[src/rtl/ram.sv]
// Single-port 16x16 scratch RAM with a registered read port.
// Write wins over read when both enables are high; reset clears the array and the output.
module ram #(
    parameter int unsigned DATA_WIDTH = 16,
    parameter int unsigned ADDR_WIDTH = 4
) (
    input  logic                  clk,
    input  logic                  rst_n,
    input  logic                  wr_en,
    input  logic                  rd_en,
    input  logic [ADDR_WIDTH-1:0] address,
    input  logic [DATA_WIDTH-1:0] data_in,
    output logic [DATA_WIDTH-1:0] data_out
);

    localparam int unsigned DEPTH = 2 ** ADDR_WIDTH;

    logic [DATA_WIDTH-1:0] mem_q [DEPTH];
    logic [DATA_WIDTH-1:0] mem_d [DEPTH];
    logic [DATA_WIDTH-1:0] data_out_q;
    logic [DATA_WIDTH-1:0] data_out_d;

    // Next-state: write has priority; a read only loads the output when no write is pending.
    always_comb begin
        mem_d      = mem_q;
        data_out_d = data_out_q;
        if (wr_en) begin
            mem_d[address] = data_in;
        end else if (rd_en) begin
            data_out_d = mem_q[address];
        end
    end

    always_ff @(posedge clk or negedge rst_n) begin
        if (!rst_n) begin
            for (int i = 0; i < int'(DEPTH); i++) begin
                mem_q[i] <= '0;
            end
            data_out_q <= '0;
        end else begin
            mem_q      <= mem_d;
            data_out_q <= data_out_d;
        end
    end

    assign data_out = data_out_q;

endmodule

[config.mk]
export PLATFORM = sky130hd
export DESIGN_NAME = ram
export DESIGN_NICKNAME = d
export VERILOG_FILES = /design/src/rtl/ram.sv
export SDC_FILE = /design/constraint.sdc
export NUM_CORES = 1
export LEC_CHECK = 0
export CORE_AREA = 5 5 149 151
export CTS_CLUSTER_DIAMETER = 50
export DETAILED_ROUTE_END_ITERATION = 7
export DIE_AREA = 0 0 154 156
export PLACE_DENSITY = 0.9
export SLEW_MARGIN = 20
export SYNTH_ARGS = -nofsm -noshare
export SYNTH_HDL_FRONTEND = slang
export SYNTH_SLANG_ARGS = --single-unit
export TNS_END_PERCENT = 1
[constraint.sdc]
create_clock -name clk -period 1.41 [get_ports clk]
set_input_delay 0.282 -clock clk [delete_from_list [all_inputs] [get_ports clk]]
set_output_delay 0.282 -clock clk [all_outputs]
set_load 0.03 [all_outputs]
==> impl_metrics.xml <==
<?xml version="1.0" encoding="UTF-8"?>
<metrics>
  <group name="timing">
    <metric name="timing_worst_slew_pin_value" unit="ns">0.440</metric>
    <metric name="drv_slew" unit="">0</metric>
    <metric name="max_slew_margin" unit="%">70.6</metric>
    <metric name="hold_violations" unit="">0</metric>
    <metric name="grt_setup_unrepaired" unit="">true</metric>
    <metric name="worst_hold_slack" unit="ns">0.223</metric>
    <metric name="finClkSkew" unit="ns">0.0114</metric>
    <metric name="setup_slack" unit="ns">-0.0834</metric>
    <metric name="finalCritPeriodShare" unit="%">106</metric>
    <metric name="setup_viol_count_final" unit="">26</metric>
    <metric name="maxClockFrequency" unit="GHz">0.670</metric>
    <metric name="period_needed" unit="ns">1.49</metric>
  </group>
  <group name="floorplanning">
    <metric name="floorplan.die.height" unit="um">156</metric>
    <metric name="fp.dieArea" unit="um^2">24000</metric>
    <metric name="core_area" unit="um^2">20700</metric>
    <metric name="io_pins" unit="">40</metric>
    <metric name="floorplan.rows" unit="">53</metric>
    <metric name="die_width" unit="um">154</metric>
    <metric name="floorplan.initialDensity" unit="%">59.5</metric>
  </group>
  <group name="synth">
    <metric name="async_sr_flop_fraction" unit="%">100</metric>
    <metric name="synthMostInstantiatedCell" unit="">dfrtp_1</metric>
    <metric name="synth.area.top_cells" unit="">dfrtp_1 (55%), mux2_2 (22%), mux2i_1 (7.8%)</metric>
    <metric name="ys_warn_count" unit="">0</metric>
    <metric name="syn-cell-area" unit="um^2">12300</metric>
    <metric name="synth_edf_count" unit="">0</metric>
    <metric name="netlist_top_cells_count" unit="">dfrtp_1 (272), mux2_2 (246), mux2i_1 (96)</metric>
    <metric name="netlist.area_leader.share" unit="%">55.3</metric>
    <metric name="synth.largest_area_cell" unit="">dfrtp_1</metric>
    <metric name="seq_area_frac_synth" unit="%">55.3</metric>
    <metric name="syn_avg_cell_area" unit="um^2">14.4</metric>
    <metric name="post_synth_num_cell_types" unit="">30</metric>
    <metric name="postSynthCellCount" unit="">856</metric>
    <metric name="synthFlopType" unit="">dfrtp_1</metric>
    <metric name="synth_seq_cells" unit="">272</metric>
    <metric name="synth.net_count" unit="">880</metric>
  </group>
  <group name="critical_path">
    <metric name="crit_buf_inv" unit="">1</metric>
    <metric name="crit_family" unit="">flip-flops</metric>
    <metric name="critical_path_class" unit="">reg -&gt; out</metric>
    <metric name="critical_path.cell_chain" unit="">clkdlybuf4s15_2</metric>
    <metric name="worst-r2r-setup-slack" unit="ns">-0.04</metric>
    <metric name="crit_path_arrival_time" unit="ns">1.21</metric>
    <metric name="r2r_cells" unit="">4</metric>
    <metric name="timing.critical_path.slowest_stage_cell" unit="">dfrtp_1</metric>
    <metric name="rr_startpoint" unit="">mem_q[203]$_DFFE_PN0P_</metric>
    <metric name="worst_r2r_endpoint" unit="">data_out[11]$_DFFE_PN0P_</metric>
    <metric name="crit_fanout" unit="">2</metric>
    <metric name="maximum_cell_stage_delay_along_the_critical_path" unit="ns">0.38</metric>
    <metric name="worst-endpoint-required" unit="ns">1.13</metric>
    <metric name="cp-start-kind" unit="">flop</metric>
    <metric name="worstSetupEndpointType" unit="">output port</metric>
  </group>
  <group name="cts">
    <metric name="clk_pin_slew_worst_paths" unit="ns">0.06</metric>
    <metric name="clock_root_buffer" unit="">clkbuf_16</metric>
    <metric name="cts-buffers-inserted" unit="">28</metric>
    <metric name="tritoncts" unit="">done</metric>
    <metric name="clock_tree.htree_level_count" unit="">1</metric>
    <metric name="clk-insertion-delay-late" unit="ns">0.55</metric>
    <metric name="cts-root-to-sink-buffers" unit="">3</metric>
    <metric name="sink_count" unit="">272</metric>
  </group>
  <group name="pwr">
    <metric name="leakage_power" unit="nW">6.64</metric>
    <metric name="max-vdd-ir-drop" unit="mV">0.817</metric>
    <metric name="pnr_total_power" unit="mW">22.7</metric>
    <metric name="pwr_density_cell" unit="nW/um^2">1520</metric>
  </group>
  <group name="drt">
    <metric name="detail_route.iter0.violations" unit="">721</metric>
    <metric name="drtAntennaViolNets" unit="">0</metric>
    <metric name="count_of_vias_placed_by_the_detailed_router" unit="">7935</metric>
    <metric name="remaining_drc_errors" unit="">0</metric>
    <metric name="routedWlPerCell" unit="um">25.6</metric>
    <metric name="drt-pass1-iter-count" unit="">5</metric>
    <metric name="vias_per_cell" unit="">6.35</metric>
    <metric name="totalWireLength" unit="um">32000</metric>
  </group>
  <group name="layout">
    <metric name="post_route_cells_drive_above_1_share" unit="%">48.6</metric>
    <metric name="area_delta_synth_final" unit="%">21.2</metric>
    <metric name="antenna_cells" unit="">0</metric>
    <metric name="finish.net_count" unit="">977</metric>
  </group>
  <group name="global_route">
    <metric name="grt_antenna_before_repair" unit="">0</metric>
    <metric name="grt_first_pass_wirelength" unit="um">51000</metric>
    <metric name="maximum_number_of_pins_on_one_net_before_global_route_repair" unit="">51</metric>
    <metric name="track_usage" unit="%">26.9</metric>
    <metric name="number_of_global_route_vias_before_repair" unit="">9163</metric>
    <metric name="globalRoute.totalOverflow" unit="">0</metric>
  </group>
  <group name="run">
    <metric name="drv.max_cap_violation_count" unit="">0</metric>
  </group>
  <group name="status">
    <metric name="run_status" unit="">complete, but fails checks</metric>
    <metric name="violated_checks" unit="">negative setup slack</metric>
  </group>
  <group name="min_path">
    <metric name="worst_hold_path_type" unit="">in -&gt; async</metric>
  </group>
  <group name="placement">
    <metric name="gp_congestion" unit="">0.815</metric>
    <metric name="io_buffer_count" unit="">39</metric>
    <metric name="detailed_place_hpwl" unit="um">19000</metric>
    <metric name="dp_worst_setup_slack" unit="ns">-0.789</metric>
  </group>
</metrics>
stage by stage:
stage          cell area, um^2  instances  TNS (ns)  utilization [%]
2_1_floorplan            12400        856    -29.98                -
3_3_place_gp             13800       1193   -172.45             66.7
3_5_place_dp             13800       1193   -186.97             66.7
4_1_cts                  14900       1249     -1.44             71.8
5_1_grt                  14900       1249     -2.15             72.1
6_report                 14900       1249     -1.34             72.1
power by group:
group / switching (mW) / total, mW / internal (mW) / leakage [nW]
clock network: 3.09 / 7.59 / 4.49 / 0.471
logic: 1.95 / 4.36 / 2.41 / 2.84
registers: 1.10 / 10.7 / 9.61 / 3.32
total: 6.14 / 22.7 / 16.5 / 6.64
per-layer routing:
layer | share of wire (%) | vias to the layer above | track usage, %
met3 | 6.0 | 96 | 5.94
met5 | 0 | - | 0
met4 | 3.6 | 0 | 11.7
li1 | - | 3337 | -
met1 | 39 | 4186 | 33.0
met2 | 51 | 316 | 46.2
cells by family (layout without fill, tap and decap cells):
| family | Yosys count | count (layout) | share of synthesized area, % |
|---|---|---|---|
| mux | 368 | 368 | 34.4 |
| flops | 272 | 272 | 55.3 |
| compound gates | 80 | 80 | 4.23 |
| buf+inv | 71 | 188 | 3.15 |
| simple gates | 65 | 66 | 2.94 |
how the worst max path moves through the flow:
stage	from	end	slack (ns)	cells past startpoint
2_1_floorplan	address[0]	mem_q[245]$_DFFE_PN0P_	-0.25	6
3_3_place_gp	address[0]	data_out[3]$_DFFE_PN0P_	-0.77	7
3_5_place_dp	address[3]	mem_q[136]$_DFFE_PN0P_	-0.79	7
4_1_cts	data_out[13]$_DFFE_PN0P_	data_out[13]	-0.15	1
5_1_grt	data_out[10]$_DFFE_PN0P_	data_out[10]	-0.11	1
6_report	data_out[0]$_DFFE_PN0P_	data_out[0]	-0.08	1
placed cells by master (no fill, tap or decap), drive strengths merged:
| cell type | Yosys | final |
|---|---|---|
| dfrtp | 272 | 272 |
| mux2 | 256 | 256 |
| buf | 41 | 112 |
| mux2i | 96 | 96 |
| clkbuf | 30 | 40 |
| nor2 | 37 | 37 |
| o22ai | 32 | 32 |
| clkdlybuf4s50 | 0 | 17 |
| mux4 | 16 | 16 |
| a31oi | 16 | 16 |
| a221oi | 16 | 16 |
| o21ai | 16 | 16 |
| clkinv | 0 | 7 |
| nor3 | 6 | 6 |
| clkdlybuf4s15 | 0 | 5 |
| nand2 | 4 | 4 |
| nand3 | 3 | 3 |
| nand2b | 3 | 3 |
| nor2b | 3 | 3 |
| or3 | 2 | 2 |
| nand3b | 2 | 2 |
| or4 | 1 | 2 |
| clkinvlp | 0 | 2 |
| bufinv | 0 | 2 |
| dlygate4sd2 | 0 | 2 |
| nor4 | 1 | 1 |
| or2 | 1 | 1 |
| and2 | 1 | 1 |
| or3b | 1 | 1 |
| dlygate4sd3 | 0 | 1 |
timing repair:
action / in CTS / in global routing
setup endpoints to repair: 288 / 53
pin swaps: 6 / 3
gates resized for setup: 66 / 50
setup buffers: 2 / 0
cloned: 2 / 0
endpoints found under the hold margin: 36 / 0
hold buffers: 1 / 0
final cells by class:
cell class,instances,area (um^2)
clock buffers,40,837
clock inverters,11,121
fillers,1182,5760
multi-input cells,514,5310
flip-flops and latches,272,6810
well taps,275,344
repair buffers,137,1510
registers in the layout, indices dropped and copies added (netlist names):
name,cells
mem_q,256
data_out,16
Power figures use the tool's default switching activity.
